--- src/rtl/hazard_ctrl_if.sv ---
// Signal bundle between the RV32I pipeline registers and the hazard controller.
// The pipeline side (master) drives the stage fields, and the controller (slave) drives the stall, flush and forward controls.
interface hazard_ctrl_if;
  logic [4:0]  Rs1D, Rs2D, Rs1E, Rs2E, RdE, RdM, RdW;
  logic        MemReadE, RegWriteM, RegWriteW, PCSrcE, DMemReqM, DMemReadyM;
  logic        StallF, StallD, StallE, StallM, FlushD, FlushE;
  logic [1:0]  ForwardAE, ForwardBE;
  logic        MemTimeout;
  logic [31:0] StallCycles, FlushCount;

  modport master (
    output Rs1D, Rs2D, Rs1E, Rs2E, RdE, RdM, RdW,
    output MemReadE, RegWriteM, RegWriteW, PCSrcE, DMemReqM, DMemReadyM,
    input  StallF, StallD, StallE, StallM, FlushD, FlushE,
    input  ForwardAE, ForwardBE, MemTimeout, StallCycles, FlushCount
  );

  modport slave (
    input  Rs1D, Rs2D, Rs1E, Rs2E, RdE, RdM, RdW,
    input  MemReadE, RegWriteM, RegWriteW, PCSrcE, DMemReqM, DMemReadyM,
    output StallF, StallD, StallE, StallM, FlushD, FlushE,
    output ForwardAE, ForwardBE, MemTimeout, StallCycles, FlushCount
  );
endinterface

--- src/rtl/hazard_ctrl_unit.sv ---
// Five-stage pipeline hazard controller: stall/flush/forward generation, data-memory
// wait sequencing with a sticky timeout, and saturating stall/flush performance counters.
module hazard_ctrl_unit #(
  parameter int unsigned MEM_TIMEOUT = 255
) (
  input logic         clk,
  input logic         reset,
  hazard_ctrl_if.slave hz
);

  typedef enum logic {RUN, MEMWAIT} state_t;

  state_t     state;
  logic [7:0] waitCnt;
  logic [8:0] waitInc;
  logic       memWait, loadUse, redirect;

  always_comb begin
    memWait  = hz.DMemReqM & ~hz.DMemReadyM;
    loadUse  = hz.MemReadE & (hz.RdE != 5'd0) &
               ((hz.RdE == hz.Rs1D) | (hz.RdE == hz.Rs2D));
    redirect = hz.PCSrcE;
    waitInc  = {1'b0, waitCnt} + 9'd1;
  end

  // Memory wait dominates everything; a taken redirect squashes a pending load-use bubble.
  always_comb begin
    hz.StallF = 1'b0;
    hz.StallD = 1'b0;
    hz.StallE = 1'b0;
    hz.StallM = 1'b0;
    hz.FlushD = 1'b0;
    hz.FlushE = 1'b0;
    if (reset) begin
      hz.FlushD = 1'b1;
      hz.FlushE = 1'b1;
    end else if (memWait) begin
      hz.StallF = 1'b1;
      hz.StallD = 1'b1;
      hz.StallE = 1'b1;
      hz.StallM = 1'b1;
    end else if (redirect) begin
      hz.FlushD = 1'b1;
      hz.FlushE = 1'b1;
    end else if (loadUse) begin
      hz.StallF = 1'b1;
      hz.StallD = 1'b1;
      hz.FlushE = 1'b1;
    end
  end

  always_comb begin
    hz.ForwardAE = 2'b00;
    hz.ForwardBE = 2'b00;
    if (hz.RegWriteM && hz.RdM != 5'd0 && hz.RdM == hz.Rs1E)
      hz.ForwardAE = 2'b10;
    else if (hz.RegWriteW && hz.RdW != 5'd0 && hz.RdW == hz.Rs1E)
      hz.ForwardAE = 2'b01;
    if (hz.RegWriteM && hz.RdM != 5'd0 && hz.RdM == hz.Rs2E)
      hz.ForwardBE = 2'b10;
    else if (hz.RegWriteW && hz.RdW != 5'd0 && hz.RdW == hz.Rs2E)
      hz.ForwardBE = 2'b01;
  end

  // Only MEMWAIT cycles that are still waiting advance the timeout counter.
  always_ff @(posedge clk) begin
    if (reset) begin
      state          <= RUN;
      waitCnt        <= 8'd0;
      hz.MemTimeout  <= 1'b0;
      hz.StallCycles <= 32'd0;
      hz.FlushCount  <= 32'd0;
    end else begin
      case (state)
        RUN: begin
          waitCnt <= 8'd0;
          if (memWait) state <= MEMWAIT;
        end
        MEMWAIT: begin
          if (!memWait) begin
            state   <= RUN;
            waitCnt <= 8'd0;
          end else begin
            if (waitCnt != 8'hFF) waitCnt <= waitInc[7:0];
            if (32'(waitInc) >= MEM_TIMEOUT) hz.MemTimeout <= 1'b1;
          end
        end
        default: state <= RUN;
      endcase
      if (hz.StallF && hz.StallCycles != 32'hFFFF_FFFF)
        hz.StallCycles <= hz.StallCycles + 32'd1;
      if (hz.FlushE && hz.FlushCount != 32'hFFFF_FFFF)
        hz.FlushCount <= hz.FlushCount + 32'd1;
    end
  end

endmodule

--- src/flat_wrapper.sv ---
// flat-port wrapper written by rule: the top's interface ports become plain ports
module hazard_ctrl_unit_flat 
#(
  parameter int unsigned MEM_TIMEOUT = 255
)
  (clk, reset, hz_Rs1D, hz_Rs2D, hz_Rs1E, hz_Rs2E, hz_RdE, hz_RdM, hz_RdW, hz_MemReadE, hz_RegWriteM, hz_RegWriteW, hz_PCSrcE, hz_DMemReqM, hz_DMemReadyM, hz_StallF, hz_StallD, hz_StallE, hz_StallM, hz_FlushD, hz_FlushE, hz_ForwardAE, hz_ForwardBE, hz_MemTimeout, hz_StallCycles, hz_FlushCount);
  hazard_ctrl_if hz_i ();
  input logic clk;
  input logic reset;
  input wire logic [$bits(hz_i.Rs1D)-1:0] hz_Rs1D;
  input wire logic [$bits(hz_i.Rs2D)-1:0] hz_Rs2D;
  input wire logic [$bits(hz_i.Rs1E)-1:0] hz_Rs1E;
  input wire logic [$bits(hz_i.Rs2E)-1:0] hz_Rs2E;
  input wire logic [$bits(hz_i.RdE)-1:0] hz_RdE;
  input wire logic [$bits(hz_i.RdM)-1:0] hz_RdM;
  input wire logic [$bits(hz_i.RdW)-1:0] hz_RdW;
  input wire logic [$bits(hz_i.MemReadE)-1:0] hz_MemReadE;
  input wire logic [$bits(hz_i.RegWriteM)-1:0] hz_RegWriteM;
  input wire logic [$bits(hz_i.RegWriteW)-1:0] hz_RegWriteW;
  input wire logic [$bits(hz_i.PCSrcE)-1:0] hz_PCSrcE;
  input wire logic [$bits(hz_i.DMemReqM)-1:0] hz_DMemReqM;
  input wire logic [$bits(hz_i.DMemReadyM)-1:0] hz_DMemReadyM;
  output wire logic [$bits(hz_i.StallF)-1:0] hz_StallF;
  output wire logic [$bits(hz_i.StallD)-1:0] hz_StallD;
  output wire logic [$bits(hz_i.StallE)-1:0] hz_StallE;
  output wire logic [$bits(hz_i.StallM)-1:0] hz_StallM;
  output wire logic [$bits(hz_i.FlushD)-1:0] hz_FlushD;
  output wire logic [$bits(hz_i.FlushE)-1:0] hz_FlushE;
  output wire logic [$bits(hz_i.ForwardAE)-1:0] hz_ForwardAE;
  output wire logic [$bits(hz_i.ForwardBE)-1:0] hz_ForwardBE;
  output wire logic [$bits(hz_i.MemTimeout)-1:0] hz_MemTimeout;
  output wire logic [$bits(hz_i.StallCycles)-1:0] hz_StallCycles;
  output wire logic [$bits(hz_i.FlushCount)-1:0] hz_FlushCount;
  assign hz_i.Rs1D = hz_Rs1D;
  assign hz_i.Rs2D = hz_Rs2D;
  assign hz_i.Rs1E = hz_Rs1E;
  assign hz_i.Rs2E = hz_Rs2E;
  assign hz_i.RdE = hz_RdE;
  assign hz_i.RdM = hz_RdM;
  assign hz_i.RdW = hz_RdW;
  assign hz_i.MemReadE = hz_MemReadE;
  assign hz_i.RegWriteM = hz_RegWriteM;
  assign hz_i.RegWriteW = hz_RegWriteW;
  assign hz_i.PCSrcE = hz_PCSrcE;
  assign hz_i.DMemReqM = hz_DMemReqM;
  assign hz_i.DMemReadyM = hz_DMemReadyM;
  assign hz_StallF = hz_i.StallF;
  assign hz_StallD = hz_i.StallD;
  assign hz_StallE = hz_i.StallE;
  assign hz_StallM = hz_i.StallM;
  assign hz_FlushD = hz_i.FlushD;
  assign hz_FlushE = hz_i.FlushE;
  assign hz_ForwardAE = hz_i.ForwardAE;
  assign hz_ForwardBE = hz_i.ForwardBE;
  assign hz_MemTimeout = hz_i.MemTimeout;
  assign hz_StallCycles = hz_i.StallCycles;
  assign hz_FlushCount = hz_i.FlushCount;
  hazard_ctrl_unit #(.MEM_TIMEOUT(MEM_TIMEOUT)) u_core (.clk(clk), .reset(reset), .hz(hz_i));
endmodule
--- config.mk ---
export PLATFORM = sky130hd
export DESIGN_NAME = hazard_ctrl_unit_flat
export DESIGN_NICKNAME = d
export VERILOG_FILES = /design/src/rtl/hazard_ctrl_if.sv /design/src/rtl/hazard_ctrl_unit.sv /design/src/flat_wrapper.sv
export SDC_FILE = /design/constraint.sdc
export NUM_CORES = 1
export LEC_CHECK = 0
export ABC_AREA = 1
export BUFFER_PORTS_ARGS = -buffer_cell sky130_fd_sc_hd__buf_2
export CAP_MARGIN = 20
export CORE_MARGIN = 1.5
export CORE_UTILIZATION = 50
export CTS_CLUSTER_DIAMETER = 60
export DETAILED_ROUTE_END_ITERATION = 16
export HOLD_SLACK_MARGIN = 0.06
export PLACE_DENSITY = 0.75
export SLEW_MARGIN = 25
export SYNTH_ARGS = -nofsm -noshare
export SYNTH_HDL_FRONTEND = slang
export SYNTH_SLANG_ARGS = --single-unit
--- constraint.sdc ---
create_clock -name clk -period 3.79 [get_ports clk]
set_input_delay 0.1895 -clock clk [delete_from_list [all_inputs] [get_ports clk]]
set_output_delay 0.1895 -clock clk [all_outputs]
set_load 0.02 [all_outputs]
==> metrics.txt <==
Via density=5.201; number of global-route vias before repair=just over 5000; FF+latch count, synth=74; Sequential Area=between 1000 and 1500 µm²; Setup-failing EPs final=0; WL/cell=between 10 and 15 µm; PostCTS Resize Cnt=0; clock slew at reported path FFs=~80 ps; worst path required time=about 4100 ps; Rel. slew slack=52.53%; post-synth top area share=between 20 and 30%; CTS tree=yes; EDFF count, synth=0; HP Class=in2reg; critical-path maximum fanout=33; Most common cell on crit path=nand2_1; Crit Path Category=reg2reg; Area growth syn-to-layout=16.22%; pwr/cell area=268.3 nW/µm²; Worst Slack Setup Final=between 1000 and 1500 ps; worst endpoint data arrival time=3000 ps; # diodes=0; sequential element share of the synthesized area=between 20 and 30%; drt first-iter violations=301; hold_buf cts=0; Final ANT Viol Nets=0; Leak=2.523 nW; Synth Instances=between 800 and 900; core area=~9900 µm²; min Tclk post-route=about 2700 ps; clock sink total=between 70 and 80; maximum clock insertion buffer count=2; cell breakdown of the critical path=ha_1, nand3_2, nor2_4, nand2_2, inv_2, nand2_1, nor2_2, nand4_4, nand2_4, nand2_1, a21oi_1; max cap viols=0; Setup Buffers After CTS=0; sw power=between 400 and 500 µW; unrepaired setup endpoints after global routing=no; Setup WS pre-CTS=1136 ps; CP Capture Type=register; Vert. Die Dim=between 100 and 150 µm; H-tree depth=3; ranking of synthesized cells by area=dfxtp_1, nand2_1, nand3_1; Placement Cell Area=5787 µm²; syn nets=between 800 and 900; Cell Area, Synth=roughly 5200 µm²; fill count=slightly above 1000; most frequent cells after synthesis=nand2_1, nor2_1, nand3_1; ys flop type=dfxtp_1; aggregate global routing overflow=0; slowest CP cell=nand2_4; total track usage=25.90%; Die Wd=about 100 µm; period utilization=71.60%; part of the power in the clock network=41.9%; Die ar.=between 10000 and 15000 µm²; largest net degree at the start of global routing=between 60 and 70; root buf cell=clkbuf_8; P_int=approximately 1.2 mW; final hold violation count=0; DR DRC count=0; most common cell in the netlist=nand2_1; sequential power share=between 40% and 50%; # port buffers=approximately 120; router iterations before antenna repair=5; nets=986; Vias=5602; Slew @ Worst Pin=between 700 and 800 ps; Design Area, Final=approximately 6000 µm²; starting density of the core=approximately 52%; Skew-Pair Late Insertion Delay=360 ps; CTS Buf Count=9; FP Rows=36; Post-Route WL=14.08 mm; FMAX=around 370 MHz; asr flop ratio synth=0%; footprint of the multi-input gates=3283 µm²; max incr delay on CP=approximately 520 ps; antenna violations before repair=0; pins over their slew limit=0; gp weighted congestion=around 0.99; io pins=between 100 and 150; worst vdd ir=about 0.19 mV; Logic pwr share=a little under a tenth; Synth area leader=dfxtp_1; Yosys warning count=0; Mapped Avg Cell Area=roughly 6.2 µm²; first-pass GRT wire length=about 23 mm; Setup TNS Final=0 ps; status=finished, final reports clean; layout cells sized above 1=between 10% and 20%; DP Wirelength=around 10 mm; synth unique cells=33; switching portion of total power=25.20%; clk_skew=~11 ps; Startpoint Class=register
registers in the layout, indices dropped and copies added (netlist names):
name	cells
u_core.state	1
u_core.hz.StallCycles	32
u_core.hz.FlushCount	32
u_core.hz.MemTimeout	1
u_core.waitCnt	8
cells by family after synthesis:
family / Yosys count / share of synthesized area, %
AO/OA/AOI/OAI: 78 / 7.905
AND/OR/NAND/NOR: 525 / 44.23
flip-flops: 74 / 28.71
XOR/XNOR: 62 / 10.52
buffers and inverters: 93 / 7.662
adder cells (fa/ha/maj): 4 / 0.9700
final cells by class:
cell class                      instances  area share [%]
Timing Repair Buffer                  121           10.26
Tap cell                              133           2.775
Sequential cell                        74           24.70
Clock buffer                           11           2.191
Multi-Input combinational cell        669           54.75
Clock inverter                          5           1.314
Inverter                               64           4.006
worst max-delay path, delay by kind of cell (launching register included):
kind,cells,cell delay (ps)
AO/OA/AOI/OAI,1,150
adder cells (fa/ha/maj),1,300
buffers and inverters,1,80
flip-flops,1,450
AND/OR/NAND/NOR,8,1630
final timing paths:
path | startpoint | end | slack (ps) | cells after the start
worst max-delay path | u_core.hz.FlushCount[0] | u_core.hz.FlushCount[19] | 1080 | 11
worst min-delay path | reset | u_core.state | 70 | 2
worst max register to register | u_core.hz.FlushCount[0] | u_core.hz.FlushCount[19] | 1080 | 11
worst min register to register | u_core.hz.MemTimeout | u_core.hz.MemTimeout | 510 | 2
per-stage QoR:
step	util, %	power, mW	instances	hold WS (ps)
after global routing	60.52	1.671	1077	99.09
after CTS	60.52	1.619	1077	67.79
after floorplan	-	0.9041	836	453.4
final	60.52	1.609	1077	69.17
after global placement	58.40	0.9513	1061	436.5
after detailed placement	58.40	0.9527	1061	449.9
cell usage in the layout (no fill, tap or decap):
cell type and count:
o21ai_0 2, inv_2 1, o41ai_1 2, a211oi_1 2
buf_2 117, clkbuf_1 2, nand2_4 1, nand4_1 11
nor3_1 18, nor2_4 2, or2_2 2, nor2_2 2
ha_1 4, nand2_2 5, a21oi_1 70, clkinv_2 2
nand3b_1 15, nor4_1 4, nand2_1 268, nand3_2 1
nand4_4 1, nor2_1 104, xnor2_1 23, nand4_2 1
o211ai_1 1, o21bai_1 1, dfxtp_1 74, bufinv_16 2
inv_1 63, buf_4 4, nor3_2 1, clkinv_4 1
xor2_1 39, clkbuf_8 9, nand3_1 89
power groups by stage:
stage / combinational [mW] / clock [mW] / sequential (mW)
detailed placement: 0.148 / 0 / 0.805
global route: 0.164 / 0.719 / 0.788
global placement: 0.146 / 0 / 0.805
finish: 0.148 / 0.674 / 0.787
CTS: 0.148 / 0.684 / 0.787
floorplan: 0.0963 / 0 / 0.808
routing by layer:
metal / up-vias / wire, µm / track usage, %
met2: 172 / 6438 / 41.54
met4: 0 / 391 / 10.76
met5: - / 0 / 0
met3: 36 / 919 / 5.739
met1: 2504 / 6331 / 33.59
li1: 2890 / - / -
Note: power is estimated with default switching activity, not from simulation.
